### config.mk
export PLATFORM = sky130hd
export DESIGN_NAME = pipe_skid_reg
export DESIGN_NICKNAME = d
export VERILOG_FILES = /design/src/rtl/pipe_pkg.sv /design/src/rtl/pipe_skid_reg_sat_counter.sv /design/src/rtl/pipe_skid_reg.sv
export SDC_FILE = /design/constraint.sdc
export NUM_CORES = 1
export LEC_CHECK = 0
export BUFFER_PORTS_ARGS = -buffer_cell sky130_fd_sc_hd__buf_2
export CORE_ASPECT_RATIO = 0.8
export CORE_UTILIZATION = 40
export DETAILED_ROUTE_END_ITERATION = 8
export PLACE_DENSITY = 0.58
export SYNTH_ARGS = -nofsm -noshare
export SYNTH_HDL_FRONTEND = slang
export SYNTH_HIERARCHICAL = 1
export SYNTH_SLANG_ARGS = --single-unit
### constraint.sdc
create_clock -name clk -period 4.76 [get_ports clk]
set_clock_uncertainty 0.05 [all_clocks]
set_input_delay 0.476 -clock clk [delete_from_list [all_inputs] [get_ports clk]]
set_output_delay 0.476 -clock clk [all_outputs]
set_load 0.02 [all_outputs]
### src/rtl/pipe_pkg.sv
// Shared definitions for the pipeline inter-stage registers: occupancy
// encoding, per-boundary bundle widths and the EX/MEM data field layout.
package pipe_pkg;

  typedef enum logic [1:0] {
    ST_EMPTY = 2'd0,
    ST_ONE   = 2'd1,
    ST_TWO   = 2'd2
  } occ_state_t;

  localparam int IF_ID_CTRL_W  = 1;
  localparam int IF_ID_DATA_W  = 64;
  localparam int ID_EX_CTRL_W  = 9;
  localparam int ID_EX_DATA_W  = 111;
  localparam int EX_MEM_CTRL_W = 4;
  localparam int EX_MEM_DATA_W = 69;
  localparam int MEM_WB_CTRL_W = 2;
  localparam int MEM_WB_DATA_W = 69;

  // EX/MEM data layout: {rd, store data, ALU result}
  localparam int EX_MEM_ALU_LSB   = 0;
  localparam int EX_MEM_ALU_W     = 32;
  localparam int EX_MEM_STORE_LSB = 32;
  localparam int EX_MEM_STORE_W   = 32;
  localparam int EX_MEM_RD_LSB    = 64;
  localparam int EX_MEM_RD_W      = 5;

  function automatic occ_state_t occupancy(input logic main_v, input logic skid_v);
    if (skid_v)      return ST_TWO;
    else if (main_v) return ST_ONE;
    else             return ST_EMPTY;
  endfunction

endpackage

### src/rtl/pipe_skid_reg_sat_counter.sv
// Saturating up-counter with synchronous clear, shared by performance counters.
module sat_counter #(
  parameter int CNT_W = 16
) (
  input  logic             clk,
  input  logic             clr,
  input  logic             inc,
  output logic [CNT_W-1:0] value
);

  localparam logic [CNT_W-1:0] CNT_ONE = CNT_W'(1);

  always_ff @(posedge clk) begin
    if (clr)
      value <= '0;
    else if (inc && (value != '1))
      value <= value + CNT_ONE;
  end

endmodule

### src/rtl/pipe_skid_reg.sv
// Inter-stage pipeline register with valid/ready handshake, 2-entry skid
// buffer, flush-to-bubble and a saturating stall-cycle counter.
module pipe_skid_reg
  import pipe_pkg::*;
#(
  parameter int CTRL_W         = EX_MEM_CTRL_W,
  parameter int DATA_W         = EX_MEM_DATA_W,
  parameter int CNT_W          = 16,
  parameter bit FLUSH_CLR_DATA = 1'b0
) (
  input  logic              clk,
  input  logic              r,
  input  logic              flush,
  input  logic              in_valid,
  output logic              in_ready,
  input  logic [CTRL_W-1:0] in_ctrl,
  input  logic [DATA_W-1:0] in_data,
  output logic              out_valid,
  input  logic              out_ready,
  output logic [CTRL_W-1:0] out_ctrl,
  output logic [DATA_W-1:0] out_data,
  output logic [CNT_W-1:0]  stall_cnt
);

  logic              main_valid;
  logic [CTRL_W-1:0] main_ctrl;
  logic [DATA_W-1:0] main_data;
  logic              skid_valid;
  logic [CTRL_W-1:0] skid_ctrl;
  logic [DATA_W-1:0] skid_data;

  occ_state_t state;
  logic       accept;
  logic       drain;

  assign state = occupancy(main_valid, skid_valid);

  // in_ready comes only from state and reset, so out_ready never reaches it
  assign in_ready  = ~skid_valid & ~r;
  assign accept    = in_valid & in_ready;
  assign drain     = main_valid & out_ready;

  assign out_valid = main_valid;
  assign out_ctrl  = main_valid ? main_ctrl : '0;
  assign out_data  = main_data;

  always_ff @(posedge clk) begin
    if (r) begin
      main_valid <= 1'b0;
      main_ctrl  <= '0;
      main_data  <= '0;
      skid_valid <= 1'b0;
      skid_ctrl  <= '0;
      skid_data  <= '0;
    end else if (flush) begin
      main_valid <= 1'b0;
      main_ctrl  <= '0;
      skid_valid <= 1'b0;
      skid_ctrl  <= '0;
      if (FLUSH_CLR_DATA) begin
        main_data <= '0;
        skid_data <= '0;
      end
    end else begin
      case (state)
        ST_EMPTY: begin
          if (accept) begin
            main_valid <= 1'b1;
            main_ctrl  <= in_ctrl;
            main_data  <= in_data;
          end
        end
        ST_ONE: begin
          if (accept && drain) begin
            main_ctrl <= in_ctrl;
            main_data <= in_data;
          end else if (accept) begin
            skid_valid <= 1'b1;
            skid_ctrl  <= in_ctrl;
            skid_data  <= in_data;
          end else if (drain) begin
            main_valid <= 1'b0;
          end
        end
        ST_TWO: begin
          // Skid is always older than any new input, so it refills main first
          if (drain) begin
            main_ctrl  <= skid_ctrl;
            main_data  <= skid_data;
            skid_valid <= 1'b0;
          end
        end
        default: begin
        end
      endcase
    end
  end

  sat_counter #(
    .CNT_W(CNT_W)
  ) u_stall_cnt (
    .clk  (clk),
    .clr  (r),
    .inc  (main_valid & ~out_ready),
    .value(stall_cnt)
  );

endmodule

# == Word level (Yosys, flattened, before mapping) ==
# Cells that the tools add are included.
# totals
output_inout_bits,91
in_bits,78
regBits,164
# classes
n_mux,18
n_reduce_logical,13
n_addsub,1
eq_ne,10
bitwise_logic,9
# op_table
op,count
$mux W69,3
$pmux W69 S3,1
$add A16 B1 Y16 const B,1
$mux W4,4
$ne A16 B16 Y1 const B,1
$ne A2 B2 Y1 const B,7
$pmux W4 S3,1
$reduce_and A4 Y1,3
$reduce_and A5 Y1,2
$mux W1,6
$not A1 Y1,5
$and A1 B1 Y1,4
$pmux W1 S2,2
$reduce_bool A2 Y1,2
$reduce_and A3 Y1,1
$reduce_bool A3 Y1,1
$eq A2 B1 Y1 const B,1
$eq A2 B2 Y1 const B,1
$logic_and A1 B1 Y1,2
$logic_not A2 Y1,1
$mux W2,1
$reduce_or A2 Y1,1

# == Logic depth before layout (Yosys ltp) ==
# Gate-level depths: netlist (run 1).
# logic_depth
word_depth,6
ltp_mapped,8

# == By module ==
# Netlist (run 1), hierarchy kept.
# modules_own_cells
mod,cells_per_inst,area_per_inst_um2,seq_area_each_um2,n_inst
pipe_skid_reg,754,6814.0,2962.8,1
sat_counter,99,848.3,320.3,1

# == Worst setup path before layout (run 1) ==
# OpenSTA, ideal clock, no wires.
# synth_timing
kind,input to output
startpoint,input r
endpoint,output in_ready
n_path_buf,4
arrival_ps,1726
path_slack_ps,2508
cell_stages,5
required_ps,4234
path_cell_list,clkbuf_1 -> clkbuf_1 -> clkbuf_1 -> clkbuf_1 -> nor2_1
# synth_via
elab_chain_len,2
# synth_rtl
item,line,source
"start, declared",pipe_skid_reg.sv:12,"input logic r,"
$not A1 Y1,pipe_skid_reg.sv:39,assign in_ready = ~skid_valid & ~r;
$and A1 B1 Y1,pipe_skid_reg.sv:39,
"end, declared",pipe_skid_reg.sv:15,"output logic in_ready,"
# Every way passes these cells.

# == Worst setup path in the final report (run 1) ==
# layout_timing
startpoint,register main_valid (netlist: out_valid)
endpoint,register main_data[25] (netlist: out_data[25])
# layout_via
elab_chain_len,5
word_cells_on_any_way,13
# layout_rtl
item,line,source
"start, declared",pipe_skid_reg.sv:25,logic main_valid;
"start signal, assigned",pipe_skid_reg.sv:49,main_valid <= 1'b0;
"start signal, assigned",pipe_skid_reg.sv:56,main_valid <= 1'b0;
"start signal, assigned",pipe_skid_reg.sv:68,main_valid <= 1'b1;
$mux W1,pipe_pkg.sv:30,else if (main_v) return ST_ONE;
$mux W2,pipe_pkg.sv:29,if (skid_v) return ST_TWO;
"$eq A2 B1 Y1, or another cell as far along",pipe_skid_reg.sv:65,case (state)
$ne A2 B2 Y1 (no source line) or $reduce_bool A3 Y1 (tied branches),n/a,
$reduce_and A5 Y1 (no source line),n/a,
"end signal, assigned",pipe_skid_reg.sv:70,main_data <= in_data;
"end signal, assigned",pipe_skid_reg.sv:76,main_data <= in_data;
"end signal, assigned",pipe_skid_reg.sv:89,main_data <= skid_data;
"end, declared",pipe_skid_reg.sv:27,logic [DATA_W-1:0] main_data;
# Several ways; a longest one is shown, not always the timed one.
# A chain may end at the register's enable or synchronous reset.

==> impl_metrics.ini, run 1 <==
[run_status]
status = completed

[setup_path]
start_kind = flip-flop
cpMaxStageDelayCell = a211o_4
path_max_fanout = 69
r2r_start = out_valid$_SDFFE_PP0P_
rrSetupSlack_ps = 2100
crit_start = out_valid$_SDFFE_PP0P_
timing.rr.end = out_data[25]$_SDFFE_PP0P_
cp-end-kind = flip-flop
crit_chain = nand2b_1 > inv_1 > a211o_4 > mux2_2
cp_data_required_time_ps = 5020
r2r_cells = 4
cpPeakStageDelay_ps = 810
worstSetupPathType = flip-flop to flip-flop
endpoint = out_data[25]$_SDFFE_PP0P_
cp.arrival_ps = 2920

[placement]
pre_cts_ws_ps = 2010
place_hpwl_um = 11350
routabilityCongestion = 0.7327
place_area_sq_um = 8586
place_inst = 1205
port_buffers = 168

[power_and_ir_drop]
power_frac_comb = 0.085
p_int_mw = 2.251
seqPwrFrac = 0.474
max-vdd-ir-drop_mv = 0.2065
p_clk_frac = 0.441
powerDensity_nw_per_um2 = 325.5
p_sw_mw = 0.7245
swShare = 0.2435
p_leak_nw = 3.624

[cts]
clk_pin_slew_ps = 60
post_cts_buffers = 0
clkLatencyLatePin_ps = 420
ctsRootBufferMaster = clkbuf_16
htreeDepth = 4
clock_path_buffers = 2
cts_hold_buf = 0
cts_tree = built
numClockSinks = 164
postCtsResizedCells = 0
cts_buffers = 17

[timing]
whs_ps = 254.4
rsz0062_at_grt = no
setup_tns_ps = 0
post-route-period-util = 0.5595
hold_viol_final = 0
worst_slack_ps = 2097
tightest_slew_ps = 1060
relSlewSlack = 0.2934
max_freq_ghz = 0.3755
min_period_ps = 2663
drv_slew = 0
setup_viol = 0

[synthesis]
netlist.area_leader.share = 0.4285
synthCells = 853
synth_area_sq_um = 7662
synth_most_common_cell = dfxtp_1
yosysWarnings = 6
ys_ff_latch = 164
ys_types = 42
yosys-top-cells-area = dfxtp_1 (43%), mux2_2 (9.4%), mux2i_1 (9.1%)
synth_largest_area_cell = dfxtp_1
syn-num-nets = 932
avgSynthCellArea_sq_um = 8.983
ys.flop_type = dfxtp_1
synthArstFlopShare = 0
yosysSeqAreaShare = 0.4285
yosys-top-cells-count = dfxtp_1 (164), a21oi_1 (84), nand3_1 (79), o21ai_0 (78), nor2_1 (77)
synth-edff-count = 0

[cells_and_area]
area_growth_pct = 19.30
drive_gt1_frac = 0.2940
nNetsFinal = 1050
final_area_sq_um = 9141
fin_cells = 1237

[die]
start_util = 0.4155
die_area_sq_um = 19720
core_sq_um = 18440
rows = 44
die_x_um = 156.7
ioPinCount = 169
chipHeight_um = 125.8

[route]
wire_per_inst_um = 15.38
viasPerCell = 5.132
drc = 0
vias = 6348
drt-total-wl_um = 19020
drt_iter0_drc = 542
ant_nets = 0
firstDrtPassIters = 6

[grt]
antenna_found_initial = 3
grt_pass1_vias = 5527
grtUsageMet3 = 0.04714
track_usage = 0.1910
top_usage_layer = met2
met1_usage = 0.2737
grtUsageMet2 = 0.2753
grt_pass1_wl_um = 29770
grt_overflow = 0
grt_max_degree = 92

[hold_path]
worstHoldPathCells = 3
min_path_type = input port to flip-flop

[flow_run]
drv_cap = 0
[cell usage in the layout (no fill, tap or decap), types with 6 or more instances in the layout]
master / n
a211oi_1: 8
a21oi_1: 84
buf_2: 167
buf_4: 8
clkbuf_16: 17
dfxtp_1: 163
inv_1: 9
mux2_2: 64
mux2_4: 10
mux2i_1: 70
nand2_1: 8
nand3_1: 79
nor2_1: 77
nor2b_1: 71
o21ai_0: 78
o31ai_1: 6
or4_1: 7
[layer usage]
metal	wire length [um]	share of wire
met5	34	0.0018
met4	297	0.016
met3	948	0.050
met2	8081	0.42
met1	9662	0.51
[per-stage QoR]
step | total power [mW] | util
finish | 2.975 | 0.4957
detailed placement | 1.696 | 0.4655
CTS | 3.009 | 0.4955
global route | 3.090 | 0.4955
floorplan | 1.601 | -
global placement | 1.696 | 0.4655
[power groups by stage]
stage          combinational [mW]  clock (mW)  sequential [mW]
6_report                    0.252        1.31             1.41
5_1_grt                     0.276        1.40             1.41
4_1_cts                     0.256        1.34             1.41
3_5_place_dp                0.255           0             1.44
3_3_place_gp                0.254           0             1.44
2_1_floorplan               0.135           0             1.47
[cell type report]
cell class                      instances  area (sq um)
Antenna cell                            1         2.502
Clock buffer                           22         474.2
Clock inverter                          9         78.83
Fill cell                            1817          9301
Inverter                                9         33.78
Multi-Input combinational cell        603          4041
Sequential cell                       164          3287
Tap cell                              253         316.6
Timing Repair Buffer                  176         907.1
[cells by family after synthesis]
logic type      share of synthesized area
mux                                0.2051
compound gates                     0.1259
simple gates                       0.1901
xor+xnor                         0.002287
fa+ha+maj                        0.001633
flops                              0.4285
buf+inv                           0.04654
[worst max-delay path: cells and delay by family, from the launching register on]
kind / cells / cell delay (ps)
AOI/OAI and AO/OA: 1 / 810
DFF: 1 / 530
buffers and inverters: 1 / 440
muxes: 1 / 420
and+or+nand+nor: 1 / 190
[flip-flops by register name (all words and copies together) (netlist names)]
signal and cells:
out_valid 1, skid_valid 1, u_stall_cnt/value 16, out_data 69, skid_ctrl 4, skid_data 69
main_ctrl 4
[worst min-delay path by stage]
stage | slack [ps] | end | from
4_1_cts | 240 | skid_data[30]$_SDFFE_PP0P_ | in_data[30]
6_report | 250 | skid_data[26]$_SDFFE_PP0P_ | in_data[26]
5_1_grt | 250 | skid_data[28]$_SDFFE_PP0P_ | in_data[28]
3_3_place_gp | 400 | main_ctrl[1]$_SDFFE_PP0P_ | main_ctrl[1]$_SDFFE_PP0P_
3_5_place_dp | 400 | main_ctrl[3]$_SDFFE_PP0P_ | main_ctrl[3]$_SDFFE_PP0P_
2_1_floorplan | 380 | main_ctrl[0]$_SDFFE_PP0P_ | main_ctrl[0]$_SDFFE_PP0P_
Note: power is estimated with default switching activity, not from simulation.
==> run 2: changes to the inputs <==
PLACE_DENSITY = 0.6   (was 0.58)
clock period = 2.4 ns   (was 4.76 ns; I/O delays follow)
==> impl_metrics.ini, run 2 (synthesized netlist as in run 1, its figures left out) <==
[cts]
htreeDepth = 4
ctsRootBufferMaster = clkbuf_16
post_cts_buffers = 0
cts_tree = built
clkLatencyLatePin_ps = 420
cts_buffers = 17
postCtsResizedCells = 0
numClockSinks = 164
clk_pin_slew_ps = 70
cts_hold_buf = 0
clock_path_buffers = 2

[timing]
drv_slew = 0
hold_viol_final = 0
setup_tns_ps = 0
relSlewSlack = 0.2901
post-route-period-util = 0.9034
min_period_ps = 2168
rsz0062_at_grt = no
tightest_slew_ps = 1065
setup_viol = 0
max_freq_ghz = 0.4612

[grt]
track_usage = 0.1922
met1_usage = 0.2740
grt_pass1_vias = 5764
grtUsageMet2 = 0.2850
grtUsageMet3 = 0.05850
grt_max_degree = 227
grt_pass1_wl_um = 29880
top_usage_layer = met2
grt_overflow = 0
antenna_found_initial = 3

[power_and_ir_drop]
powerDensity_nw_per_um2 = 648.1
max-vdd-ir-drop_mv = 0.3988
p_leak_nw = 3.699

[hold_path]
worstHoldPathCells = 3
min_from = in_data[31]
min_path_type = input port to flip-flop
min_to = skid_data[31]$_SDFFE_PP0P_

[setup_path]
cp-end-kind = flip-flop
r2r_cells = 5
cpPeakStageDelay_ps = 480
path_max_fanout = 20
rrSetupSlack_ps = 230
cpMaxStageDelayCell = dfxtp_1
crit_family = buffers and inverters
critPathBufInv = 2
worstSetupPathType = flip-flop to flip-flop
crit_start = out_valid$_SDFFE_PP0P_
cp_data_required_time_ps = 2650
r2r_start = out_valid$_SDFFE_PP0P_
cp.arrival_ps = 2420
timing.rr.end = out_data[46]$_SDFFE_PP0P_
crit_chain = nand2b_1 > inv_1 > a211o_4 > buf_4 > mux2_2
start_kind = flip-flop

[die]
core_sq_um = 18440
start_util = 0.4155
chipHeight_um = 125.8
die_area_sq_um = 19720
rows = 44
ioPinCount = 169
die_x_um = 156.7

[cells_and_area]
multiInputGateArea_sq_um = 4041
utilization = 0.5031
sequential_cell_area_sq_um = 3287
final_common_cell = buf_2
drive_gt1_frac = 0.3000
nNetsFinal = 1057
fillers = 1786
layout_common_cells = buf_2 (167), dfxtp_1 (163), a21oi_1 (84), nand3_1 (79), o21ai_0 (78)
area_growth_pct = 21.10

[run_status]
status = completed

[route]
firstDrtPassIters = 5
wire_per_inst_um = 15.15
drc = 0
drt_iter0_drc = 479
viasPerCell = 5.152
vias = 6419
drt-total-wl_um = 18880
ant_nets = 0

[placement]
routabilityCongestion = 0.7331
port_buffers = 168
place_hpwl_um = 11280

[flow_run]
drv_cap = 0
run 2: changes by cell type in the layout (fill, tap and decap cells not counted), sizes merged:
cell      change
buf           +7
bufinv        +1
clkbuf        -2
clkinv        +2
clkinvlp      -2
diode         +2
inv           +1
run 2: metal layers:
layer	up-vias	routed length [um]	share of wire
met5	-	0	0
met4	0	62	0.0033
met3	4	1079	0.057
met2	158	8375	0.44
met1	3016	9362	0.50
li1	3241	-	-
run 2: worst max path at each step:
stage,cells after the start,end
floorplan,7,u_stall_cnt/value[9]$_SDFFE_PP0P_
global placement,5,out_data[36]$_SDFFE_PP0P_
detailed placement,5,out_data[46]$_SDFFE_PP0P_
CTS,4,in_ready
global route,5,out_data[40]$_SDFFE_PP0P_
finish,5,out_data[46]$_SDFFE_PP0P_
run 2: power breakdown:
part / total, mW / leakage, nW / switching, mW / internal (mW)
sequential: 2.80 / 1.33 / 0.0250 / 2.77
combinational: 0.510 / 2.09 / 0.308 / 0.203
clock: 2.71 / 0.287 / 1.12 / 1.59
run 2: stage by stage:
step / power (mW) / cell area, sq um / setup slack (ps) / hold WS (ps) / std cells
floorplan: 3.175 / 7662 / 234.9 / 337.7 / 853
global route: 6.263 / 9274 / 71.30 / 18.35 / 1244
CTS: 6.092 / 9271 / 187.2 / 11.58 / 1243
global placement: 3.370 / 8688 / 299.8 / 395.3 / 1212
detailed placement: 3.371 / 8688 / 212.8 / 395.2 / 1212
finish: 6.014 / 9279 / 232.0 / 25.74 / 1246
run 2: worst min-delay path, delay by kind of cell:
family                 cells  cell delay, ps
AOI/OAI and AO/OA          1              50
buffers and inverters      1             100
and+or+nand+nor            1              60
run 2: area by class of cell:
class / count / share of cell area
antenna: 3 / 0.0008091
clock buffer: 20 / 0.04922
clock inverter: 11 / 0.01362
inverter: 9 / 0.003641
multi-input combinational: 603 / 0.4355
sequential: 164 / 0.3542
tap: 253 / 0.03412
timing repair buffer: 183 / 0.1088
==> run 3: changes to the inputs <==
CORE_ASPECT_RATIO = not set   (was 0.8)
GPL_ROUTABILITY_DRIVEN = 1   (was not set)
==> impl_metrics.ini, run 3 (synthesized netlist as in run 1, its figures left out) <==
[flow_run]
drv_cap = 0

[cts]
post_cts_buffers = 0
clock_path_buffers = 2
clk_pin_slew_ps = 70
numClockSinks = 164
cts_hold_buf = 0
postCtsResizedCells = 0
cts_tree = built
ctsRootBufferMaster = clkbuf_16
clkLatencyLatePin_ps = 420
cts_buffers = 17
htreeDepth = 4

[placement]
place_inst = 1195
place_hpwl_um = 11750
pre_cts_ws_ps = 334.8
port_buffers = 168
routabilityCongestion = 0.7835

[setup_path]
crit_start = out_valid$_SDFFE_PP0P_
timing.rr.end = u_stall_cnt/value[11]$_SDFFE_PP0P_
crit_family = simple AND/OR/NAND/NOR gates
crit_chain = nand2b_1 > inv_1 > nand2_1 > nor4bb_1 > mux2_2
r2r_start = out_valid$_SDFFE_PP0P_
path_max_fanout = 11
critPathBufInv = 1
start_kind = flip-flop
cpPeakStageDelay_ps = 460
cp_data_required_time_ps = 2660
cpMaxStageDelayCell = dfxtp_1
worstSetupPathType = flip-flop to flip-flop
cp.arrival_ps = 2360
rrSetupSlack_ps = 300
r2r_cells = 5
cp-end-kind = flip-flop

[timing]
tightest_slew_ps = 1064
rsz0062_at_grt = no
worst_slack_ps = 304.8
setup_viol = 0
post-route-period-util = 0.8730
hold_viol_final = 0
min_period_ps = 2095
drv_slew = 0
max_freq_ghz = 0.4773
relSlewSlack = 0.2906
setup_tns_ps = 0

[die]
die_area_sq_um = 19710
die_x_um = 140.4
chipHeight_um = 140.4
ioPinCount = 169
start_util = 0.4083
rows = 50
core_sq_um = 18770

[power_and_ir_drop]
max-vdd-ir-drop_mv = 0.4793
p_leak_nw = 3.710
powerDensity_nw_per_um2 = 661.0

[grt]
met1_usage = 0.2509
grtUsageMet2 = 0.3116
grt_pass1_wl_um = 30550
grt_pass1_vias = 5934
grt_overflow = 0
antenna_found_initial = 4
track_usage = 0.1943
grtUsageMet3 = 0.04615
top_usage_layer = met2
grt_max_degree = 106

[cells_and_area]
fin_cells = 1230
nNetsFinal = 1059
area_growth_pct = 21.47
drive_gt1_frac = 0.3024
final_common_cell = buf_2
layout_common_cells = buf_2 (167), dfxtp_1 (163), a21oi_1 (84), nand3_1 (79), o21ai_0 (78)

[route]
drt-total-wl_um = 19140
vias = 6479
viasPerCell = 5.267
ant_nets = 0
drt_iter0_drc = 292
drc = 0
firstDrtPassIters = 5
wire_per_inst_um = 15.56

[hold_path]
min_from = in_data[34]
worstHoldPathCells = 3
min_path_type = input port to flip-flop
min_to = skid_data[34]$_SDFFE_PP0P_

[run_status]
status = completed
==> run 3: cell types whose count changed in the layout (fill, tap and decap cells not counted), sizes merged <==
cell / change
inv: -1
buf: +2
diode: +1
bufinv: +1
clkinvlp: +3
clkinv: -3
==> run 3: worst max path at each step <==
stage                     cells past startpoint                            endpoint  slack [ps]
final                                         5  u_stall_cnt/value[11]$_SDFFE_PP0P_         300
after detailed placement                      5  u_stall_cnt/value[11]$_SDFFE_PP0P_         330
after floorplan                               7   u_stall_cnt/value[9]$_SDFFE_PP0P_         230
after CTS                                     5  u_stall_cnt/value[11]$_SDFFE_PP0P_         310
after global routing                          5  u_stall_cnt/value[11]$_SDFFE_PP0P_         150
after global placement                        4           out_data[21]$_SDFFE_PP0P_         360
==> run 3: metal layers <==
layer / wire length [um] / vias to the layer above
li1: - / 3249
met2: 8816 / 148
met5: 12 / -
met1: 8930 / 3052
met3: 1014 / 28
met4: 362 / 2
==> run 3: worst reg2reg max path, stage by stage, from the launching register on <==
cell and delay, ps:
dfxtp_1 460, nand2b_1 170, inv_1 280, nand2_1 300, nor4bb_1 370, mux2_2 370
==> run 3: area by class of cell <==
class	count	area (sq um)
clock inverter	11	151.4
clock buffer	20	466.7
tap	234	292.8
timing repair buffer	185	1025
multi-input combinational	603	4041
sequential	164	3287
antenna	4	10.01
fill	1830	9460
inverter	9	33.78
==> run 3: stage by stage <==
stage,hold slack (ps),util,power (mW),cell area (sq um)
finish,19.40,0.4959,6.152,9308
global route,14.54,0.4958,6.399,9305
global placement,396.6,0.4625,3.371,8680
detailed placement,402.4,0.4625,3.374,8680
floorplan,337.7,-,3.175,7662
CTS,9.440,0.4954,6.231,9298
==> run 3: where the power goes <==
group | internal, mW | leakage (nW) | total, mW | switching [mW]
sequential | 2.77 | 1.33 | 2.79 | 0.0233
combinational | 0.205 | 2.09 | 0.515 | 0.310
clock | 1.72 | 0.291 | 2.84 | 1.12
